===== config.mk =====
export PLATFORM = sky130hd
export DESIGN_NAME = fifo_rd_stream_flat
export DESIGN_NICKNAME = d
export VERILOG_FILES = /design/src/rtl/fifo_rd_stream_pkg.sv /design/src/rtl/fifo_rd_stream_if.sv /design/src/rtl/fifo_rd_stream_buf.sv /design/src/rtl/fifo_rd_stream.sv /design/src/flat_wrapper.sv
export SDC_FILE = /design/constraint.sdc
export NUM_CORES = 1
export LEC_CHECK = 0
export CORE_MARGIN = 4
export CORE_UTILIZATION = 35
export DETAILED_ROUTE_END_ITERATION = 6
export GPL_TIMING_DRIVEN = 0
export PLACE_DENSITY = 0.6
export SETUP_SLACK_MARGIN = 0.05
export SYNTH_ARGS = -nofsm -noshare
export SYNTH_HDL_FRONTEND = slang
export SYNTH_SLANG_ARGS = --single-unit

===== constraint.sdc =====
create_clock -name clk -period 3.5 [get_ports clk]
set_input_delay 1.05 -clock clk [delete_from_list [all_inputs] [get_ports clk]]
set_output_delay 1.05 -clock clk [all_outputs]
set_load 0.02 [all_outputs]

===== src/rtl/fifo_rd_stream_pkg.sv =====
// Shared constants for the FIFO read-side drain engine.
// Default data width, minimum output buffer depth and pointer sizing.
package fifo_pkg;

    localparam int DEF_WIDTH     = 8;
    localparam int MIN_BUF_DEPTH = 3;

    function automatic int ptr_w(input int depth);
        return (depth > 1) ? $clog2(depth) : 1;
    endfunction

endpackage


===== src/rtl/fifo_rd_stream_if.sv =====
// Valid/ready output stream of the FIFO drain engine.
// The engine drives the master side, the sink uses the slave side.
interface fifo_rd_stream_if
    import fifo_pkg::*;
#(
    parameter int WIDTH = DEF_WIDTH
);
    logic             m_valid;
    logic             m_ready;
    logic [WIDTH-1:0] m_data;

    modport master (
        output m_valid,
        output m_data,
        input  m_ready
    );

    modport slave (
        input  m_valid,
        input  m_data,
        output m_ready
    );

endinterface


===== src/rtl/fifo_rd_stream_buf.sv =====
// Small circular register buffer: push at tail, pop at head.
// Exposes occupancy and the head word; push/pop may coincide.
module stream_buf
    import fifo_pkg::*;
#(
    parameter int WIDTH = DEF_WIDTH,
    parameter int DEPTH = MIN_BUF_DEPTH,
    localparam int PW   = ptr_w(DEPTH),
    localparam int OW   = $clog2(DEPTH + 1)
) (
    input  logic             clk,
    input  logic             res_n,
    input  logic             push_i,
    input  logic [WIDTH-1:0] push_data_i,
    input  logic             pop_i,
    output logic [OW-1:0]    occ_o,
    output logic [WIDTH-1:0] head_o
);

    logic [WIDTH-1:0] mem_q [DEPTH];
    logic [PW-1:0]    wr_ptr_q, wr_ptr_d;
    logic [PW-1:0]    rd_ptr_q, rd_ptr_d;
    logic [OW-1:0]    occ_q, occ_d;

    function automatic logic [PW-1:0] nxt(input logic [PW-1:0] p);
        return (p == PW'(DEPTH - 1)) ? '0 : p + 1'b1;
    endfunction

    always_comb begin
        wr_ptr_d = push_i ? nxt(wr_ptr_q) : wr_ptr_q;
        rd_ptr_d = pop_i  ? nxt(rd_ptr_q) : rd_ptr_q;
        occ_d    = occ_q;
        unique case (1'b1)
            (push_i && !pop_i): occ_d = occ_q + 1'b1;
            (pop_i && !push_i): occ_d = occ_q - 1'b1;
            default:            occ_d = occ_q;
        endcase
    end

    always_ff @(posedge clk or negedge res_n) begin
        if (!res_n) begin
            for (int i = 0; i < DEPTH; i++) begin
                mem_q[i] <= '0;
            end
            wr_ptr_q <= '0;
            rd_ptr_q <= '0;
            occ_q    <= '0;
        end else begin
            if (push_i) begin
                mem_q[wr_ptr_q] <= push_data_i;
            end
            wr_ptr_q <= wr_ptr_d;
            rd_ptr_q <= rd_ptr_d;
            occ_q    <= occ_d;
        end
    end

    assign occ_o  = occ_q;
    assign head_o = mem_q[rd_ptr_q];

endmodule


===== src/rtl/fifo_rd_stream.sv =====
// Drains a registered-read sync FIFO into a valid/ready stream.
// Reads are only issued when the buffer can take the returning word.
module fifo_rd_stream
    import fifo_pkg::*;
#(
    parameter int WIDTH     = DEF_WIDTH,
    parameter int BUF_DEPTH = MIN_BUF_DEPTH,
    parameter int CNT_WIDTH = 16
) (
    input  logic                 clk,
    input  logic                 res_n,
    input  logic                 enable,
    input  logic                 fifo_empty,
    input  logic [WIDTH-1:0]     fifo_rdata,
    output logic                 fifo_rd_en,
    fifo_rd_stream_if.master     m,
    output logic [CNT_WIDTH-1:0] word_cnt,
    output logic                 idle
);

    localparam int OW = $clog2(BUF_DEPTH + 1);

    logic [OW-1:0]        occ;
    logic [WIDTH-1:0]     head;
    logic                 pop;
    logic [OW:0]          budget;
    logic                 inflight_q, inflight_d;
    logic [CNT_WIDTH-1:0] cnt_q, cnt_d;

    // Reserve a slot for the word still coming back from the FIFO.
    assign budget = {1'b0, occ} + {{OW{1'b0}}, inflight_q};

    assign fifo_rd_en = res_n && enable && !fifo_empty
                        && (budget < (OW + 1)'(BUF_DEPTH));

    assign m.m_valid = (occ != '0);
    assign m.m_data  = head;
    assign pop       = m.m_valid && m.m_ready;

    always_comb begin
        inflight_d = fifo_rd_en;
        cnt_d      = cnt_q + CNT_WIDTH'(pop);
    end

    always_ff @(posedge clk or negedge res_n) begin
        if (!res_n) begin
            inflight_q <= 1'b0;
            cnt_q      <= '0;
        end else begin
            inflight_q <= inflight_d;
            cnt_q      <= cnt_d;
        end
    end

    stream_buf #(
        .WIDTH (WIDTH),
        .DEPTH (BUF_DEPTH)
    ) u_buf (
        .clk         (clk),
        .res_n       (res_n),
        .push_i      (inflight_q),
        .push_data_i (fifo_rdata),
        .pop_i       (pop),
        .occ_o       (occ),
        .head_o      (head)
    );

    assign word_cnt = cnt_q;
    assign idle     = (occ == '0) && !inflight_q;

endmodule


===== src/flat_wrapper.sv =====
// flat-port wrapper written by rule: the top's interface ports become plain ports
module fifo_rd_stream_flat import fifo_pkg::*;
#(
    parameter int WIDTH     = DEF_WIDTH,
    parameter int BUF_DEPTH = MIN_BUF_DEPTH,
    parameter int CNT_WIDTH = 16
)
  (clk, res_n, enable, fifo_empty, fifo_rdata, fifo_rd_en, word_cnt, idle, m_m_valid, m_m_data, m_m_ready);
  fifo_rd_stream_if #(.WIDTH(WIDTH)) m_i ();
  input  logic clk;
  input  logic res_n;
  input  logic enable;
  input  logic fifo_empty;
  input  logic [WIDTH-1:0] fifo_rdata;
  output logic fifo_rd_en;
  output logic [CNT_WIDTH-1:0] word_cnt;
  output logic idle;
  output wire logic [$bits(m_i.m_valid)-1:0] m_m_valid;
  output wire logic [$bits(m_i.m_data)-1:0] m_m_data;
  input wire logic [$bits(m_i.m_ready)-1:0] m_m_ready;
  assign m_m_valid = m_i.m_valid;
  assign m_m_data = m_i.m_data;
  assign m_i.m_ready = m_m_ready;
  fifo_rd_stream #(.WIDTH(WIDTH), .BUF_DEPTH(BUF_DEPTH), .CNT_WIDTH(CNT_WIDTH)) u_core (.clk(clk), .res_n(res_n), .enable(enable), .fifo_empty(fifo_empty), .fifo_rdata(fifo_rdata), .fifo_rd_en(fifo_rd_en), .m(m_i), .word_cnt(word_cnt), .idle(idle));
endmodule

== After elaboration in Yosys (flattened, before gate mapping) ==
Index checks and enable logic that the tools add are counted.
Cells by class
  mux-type cells: 9
  $lt $le $gt $ge: 4
  reductions and logical operators: 14
  eq/ne operators: 2
  add/subtract/negate cells: 6
  bitwise logic cells: 2
Operators with widths (count)
  24-bit bitwise mux: 1
  8-bit two-way mux: 3
  16-bit by 1-bit adder with 16-bit output: 1
  8-bit binary-select mux with 2-bit select: 1
  8-bit demux with 2-bit select: 1
  1-bit logical AND: 8
  2-bit by 1-bit adder with 2-bit output, second input constant: 3
  3-bit greater-or-equal comparator, second input constant: 2
  2-bit NOT with 3-bit output: 2
  2-bit equality test, second input constant: 2
  2-bit two-way mux: 2
  2-bit one-hot mux with 2 select lines: 1
  2-bit nonzero test: 2
  2-bit by 1-bit adder with 3-bit output: 1
  1-bit logical NOT: 3
  3-bit by 1-bit less-than comparator with 1-bit output, second input constant: 1
  3-bit by 2-bit less-than comparator with 1-bit output, second input constant: 1
  2-bit logical NOT: 1
  2-bit by 1-bit subtractor with 2-bit output, second input constant: 1
Word-level totals
  word-level logic and storage cells: 45
  flip-flop bits (word level): 47

== Depth between registers and ports, before layout ==
  depth in word-level cells: 6
  gate-level depth with buffers: 8

== Modules after synthesis ==
Synthesis repeated with hierarchy kept, for this count alone.
Second synthesis, totals
  cells, all modules: 167
  area total of the unflattened synthesis: 2133.3 um2
Modules (own cells, without submodules)
  stream_buf: sequential area each 750.7 um2, cells each 98, area an instance 1341.3 um2, times used 1
  fifo_rd_stream: sequential area each 425.4 um2, cells each 69, area an instance 792.0 um2, times used 1

== Worst setup path after synthesis ==
OpenSTA, ideal clock, no wires.
  path kind: input port to output port
  start: input res_n
  end: output fifo_rd_en
  path buffers: 0
  cell stages on the path: 2
  arrival: 2272 ps
  slack: 178 ps
  data required time: 2450 ps
  cell sequence: nand2_1 > a2111oi_0
On the way
  cells in the longest elaborated chain, start to end: 3
Ends and longest elaborated chain
  from (decl): line flat_wrapper.sv:11  | input logic res_n;
  1-bit logical AND (2 in a row): line fifo_rd_stream.sv:33  | assign fifo_rd_en = res_n && enable && !fifo_empty
  1-bit logical AND: line fifo_rd_stream.sv:34  | && (budget < (OW + 1)'(BUF_DEPTH));
  to (decl): line flat_wrapper.sv:15  | output logic fifo_rd_en;
No other way between the ends.

== Worst setup path in the final report ==
Ends and elaborated chain as after synthesis.

==> results.ini <==
[timing]
rsz_0062_raised_after_global_routing = no
max_slew_margin_pct = 60.3
holdWs_ns = 0.479
slew_viols_final = 0
min_period_over_period_pct = 92.5
final_period_minus_worst_setup_slack_ns = 3.24
max_freq_ghz = 0.309
finalSetupViolCount = 0
timing.clock.skew_ns = 0.00597
final-hold-violation-count = 0
worst_slew_pin_slew_ns = 0.592

[synth]
synthCells = 167
synth_flop_cell = sky130_fd_sc_hd__dfrtp_1
synth_area_per_cell_sq_um = 12.6
synth_commonest_cells = sky130_fd_sc_hd__dfrtp_1 (47), sky130_fd_sc_hd__nand2_1 (21), sky130_fd_sc_hd__mux2_2 (16), sky130_fd_sc_hd__o21ai_0 (11), sky130_fd_sc_hd__xnor2_1 (11)
synth.top_cell.area_share_pct = 56.1
postSynth.asyncResetShare_pct = 100
synth.most_common_cell = sky130_fd_sc_hd__dfrtp_1
count_of_flip_flops_with_a_built_in_enable_after_synthesis = 0
ys.warnings.count = 0
netlist_area_sq_mm = 0.00210
synthTopCellsByArea = sky130_fd_sc_hd__dfrtp_1 (56%), sky130_fd_sc_hd__mux2_2 (8.6%), sky130_fd_sc_hd__mux2_4 (5.7%), sky130_fd_sc_hd__xnor2_1 (4.6%), sky130_fd_sc_hd__mux2i_1 (3.8%)
post_synth_top_area_cell = sky130_fd_sc_hd__dfrtp_1
synth-seq-cells = 47
post_synth_num_cell_types = 29
postSynthNetCount = 183
seq_area_frac_synth_pct = 56.1

[setup_path]
crit_path_cell_trace = buf_6, buf_12, nand2_1, a2111oi_2, clkdlybuf4s15_2
worstSetupPathType = primary input to output pin
timing.reg2reg.worst_path_depth = 8
worst_ep_arrival_time_ns = 2.19
cpMaxStageDelayCell = sky130_fd_sc_hd__a2111oi_2
worstReg2RegStart = u_core.u_buf.occ_o[0]
launching_element_type_of_the_critical_path = primary input
startpoint = res_n
worstPathMaxFanout = 30
max_stage_delay_ns = 0.32
critPathRequiredTime_ns = 2.45
critical_path.endpoint_type = output pin

[layout]
area.growth.synth_to_final_pct = 29.0
post_layout_nonfiller_instances = 287
post_route_cells_drive_above_1_share_pct = 19.1
antennaDiodeCount = 0
net_count_of_the_finished_layout = 230

[floorplan]
design.core.area_sq_mm = 0.00568
floorplan.die.height_microns = 85.4
dieArea_sq_mm = 0.00730
io_pins = 40
starting_utilization_of_the_core_area_pct = 37.0
fp.dieW_microns = 85.4
placement_rows = 27

[drt]
firstDrtPassIters = 3
detailroute.wirelength.met3_microns = 263
drc = 0
postRouteAntennaNets = 0
met2_wirelength_microns = 1720
drt-total-wl_microns = 3990
dr.first_iter.drc_count = 24
top_layer_used = met4
avgRoutedWirePerCell_microns = 13.9
drt-vias-per-instance = 4.82
met1Wirelength_microns = 1970
vias = 1384

[hold_path]
min-delay-start = u_core.word_cnt[15]
timing.hold.worst.class = register to register
number_of_cells_on_the_worst_hold_path = 1

[placement]
routabilityCongestion = 0.718
place.detailed.instances = 279
dp.final_hpwl_microns = 2820
number_of_buffer_cells_added_on_primary_ports = 39

[power]
cellInternalPower_mw = 1.43
power.share.sequential_pct = 41.5
netSwitchingPower_uw = 743
clock_share_of_power_pct = 16.1
ir_drop_mv = 0.460
p_leak_nw = 1.21
power.density_mw_per_mm2 = 801
power.share.switching_pct = 34.2
combPwrFrac_pct = 42.3

[global_route]
globalRouteTotalUtil_pct = 11.9
number_of_global_route_vias_before_repair = 1421
grt_overflow_total = 0
grt_pass1_wl_microns = 6890
grt_antenna_before_repair = 0
grt_max_degree = 31

[clock_tree]
cts_hold_buffers = 0
clock-root-buffer = sky130_fd_sc_hd__clkbuf_8
number_of_cts_inserted_buffers = 5
clk_pin_slew_ns = 0.08
clkLatencyLatePin_ns = 0.29
clkSinkCount = 47
htreeDepth = 2
cts_tree = yes
clk_path_buf_depth = 2

[status]
outcome = finished, final reports clean

[flow_run]
timing.max_cap.violations = 0

-- metal layers --
metal,up-vias,GRT usage (%)
met1,665,15.8
met2,37,18.3
met4,0,3.02
met3,4,4.47
li1,678,-
met5,-,0
-- flip-flops by register name, summed over array words and instances (netlist names) --
register,flops
u_core.word_cnt,16
u_core.u_buf.rd_ptr_q,2
u_core.u_buf.wr_ptr_q,2
u_core.u_buf.mem_q,24
u_core.inflight_q,1
u_core.u_buf.occ_o,2
-- metrics by stage --
step	utilization, %	setup slack (ns)	total power [mW]	cell area (sq um)	TNS (ns)
2_1_floorplan	-	0.178	1.45	2100	0
3_3_place_gp	45.4	-2.03	1.82	2580	-3.42
3_5_place_dp	45.7	-0.534	1.84	2590	-0.534
4_1_cts	47.6	0.121	2.20	2700	0
5_1_grt	47.7	0.118	2.32	2710	0
6_report	47.7	0.261	2.17	2710	0
-- layout by cell type, fill, tap and decap left out, types with 3 or more instances in the layout --
master and instances:
sky130_fd_sc_hd__clkbuf_1 3, sky130_fd_sc_hd__clkbuf_8 7, sky130_fd_sc_hd__clkdlybuf4s50_1 37, sky130_fd_sc_hd__dfrtp_1 47
sky130_fd_sc_hd__ha_1 3, sky130_fd_sc_hd__mux2_2 16, sky130_fd_sc_hd__mux2_4 8, sky130_fd_sc_hd__mux2i_1 8
sky130_fd_sc_hd__nand2_1 21, sky130_fd_sc_hd__nand3_1 4, sky130_fd_sc_hd__nand4_1 4, sky130_fd_sc_hd__nor2_1 3
sky130_fd_sc_hd__nor3_1 4, sky130_fd_sc_hd__o21ai_0 11, sky130_fd_sc_hd__xnor2_1 11, sky130_fd_sc_hd__xor2_1 6
-- cell type report --
class                           count  area (sq um)
Clock buffer                        8           100
Timing Repair Buffer               40           413
Fill cell                         553          2970
Inverter                            4          15.0
Tap cell                           72          90.1
Multi-Input combinational cell    112           890
Buffer                              4          23.8
Sequential cell                    47          1180
-- worst max-delay path: cells and delay by family --
kind | cells | cell delay [ns]
compound gates | 1 | 0.32
buf+inv | 3 | 0.72
simple gates | 1 | 0.09
-- kinds of logic (layout without fill, tap and decap cells) --
logic type	after synthesis	in the layout	synth area share (%)
multiplexers	32	32	18.1
XOR/XNOR	17	17	7.10
buffers and inverters	8	56	1.85
AND/OR/NAND/NOR	44	44	10.6
flip-flops	47	47	56.1
adder cells (fa/ha/maj)	3	3	1.79
AO/OA/AOI/OAI	16	16	4.47
-- worst paths after layout --
kind                                           to  slack [ns]
max                                    fifo_rd_en        0.26
min                           u_core.word_cnt[15]        0.48
max reg2reg                   u_core.word_cnt[12]        1.40
min reg2reg                   u_core.word_cnt[15]        0.48
max in group asynchronous  u_core.u_buf.mem_q[13]        2.52
min in group asynchronous  u_core.u_buf.mem_q[14]        0.57
-- power groups by stage --
| stage | combinational [mW] | sequential, mW | clock [mW] |
|---|---|---|---|
| 2_1_floorplan | 0.534 | 0.920 | 0 |
| 3_3_place_gp | 0.910 | 0.910 | 0 |
| 3_5_place_dp | 0.924 | 0.914 | 0 |
| 4_1_cts | 0.929 | 0.905 | 0.366 |
| 5_1_grt | 0.997 | 0.932 | 0.394 |
| 6_report | 0.918 | 0.902 | 0.350 |
-- what timing repair did --
item	4_1_cts	5_1_grt
resized for setup	7	1
pin swaps	0	0
buffers inserted	0	0
setup endpoints to repair	1	1
No activity file was read; power rests on OpenSTA's default activity.
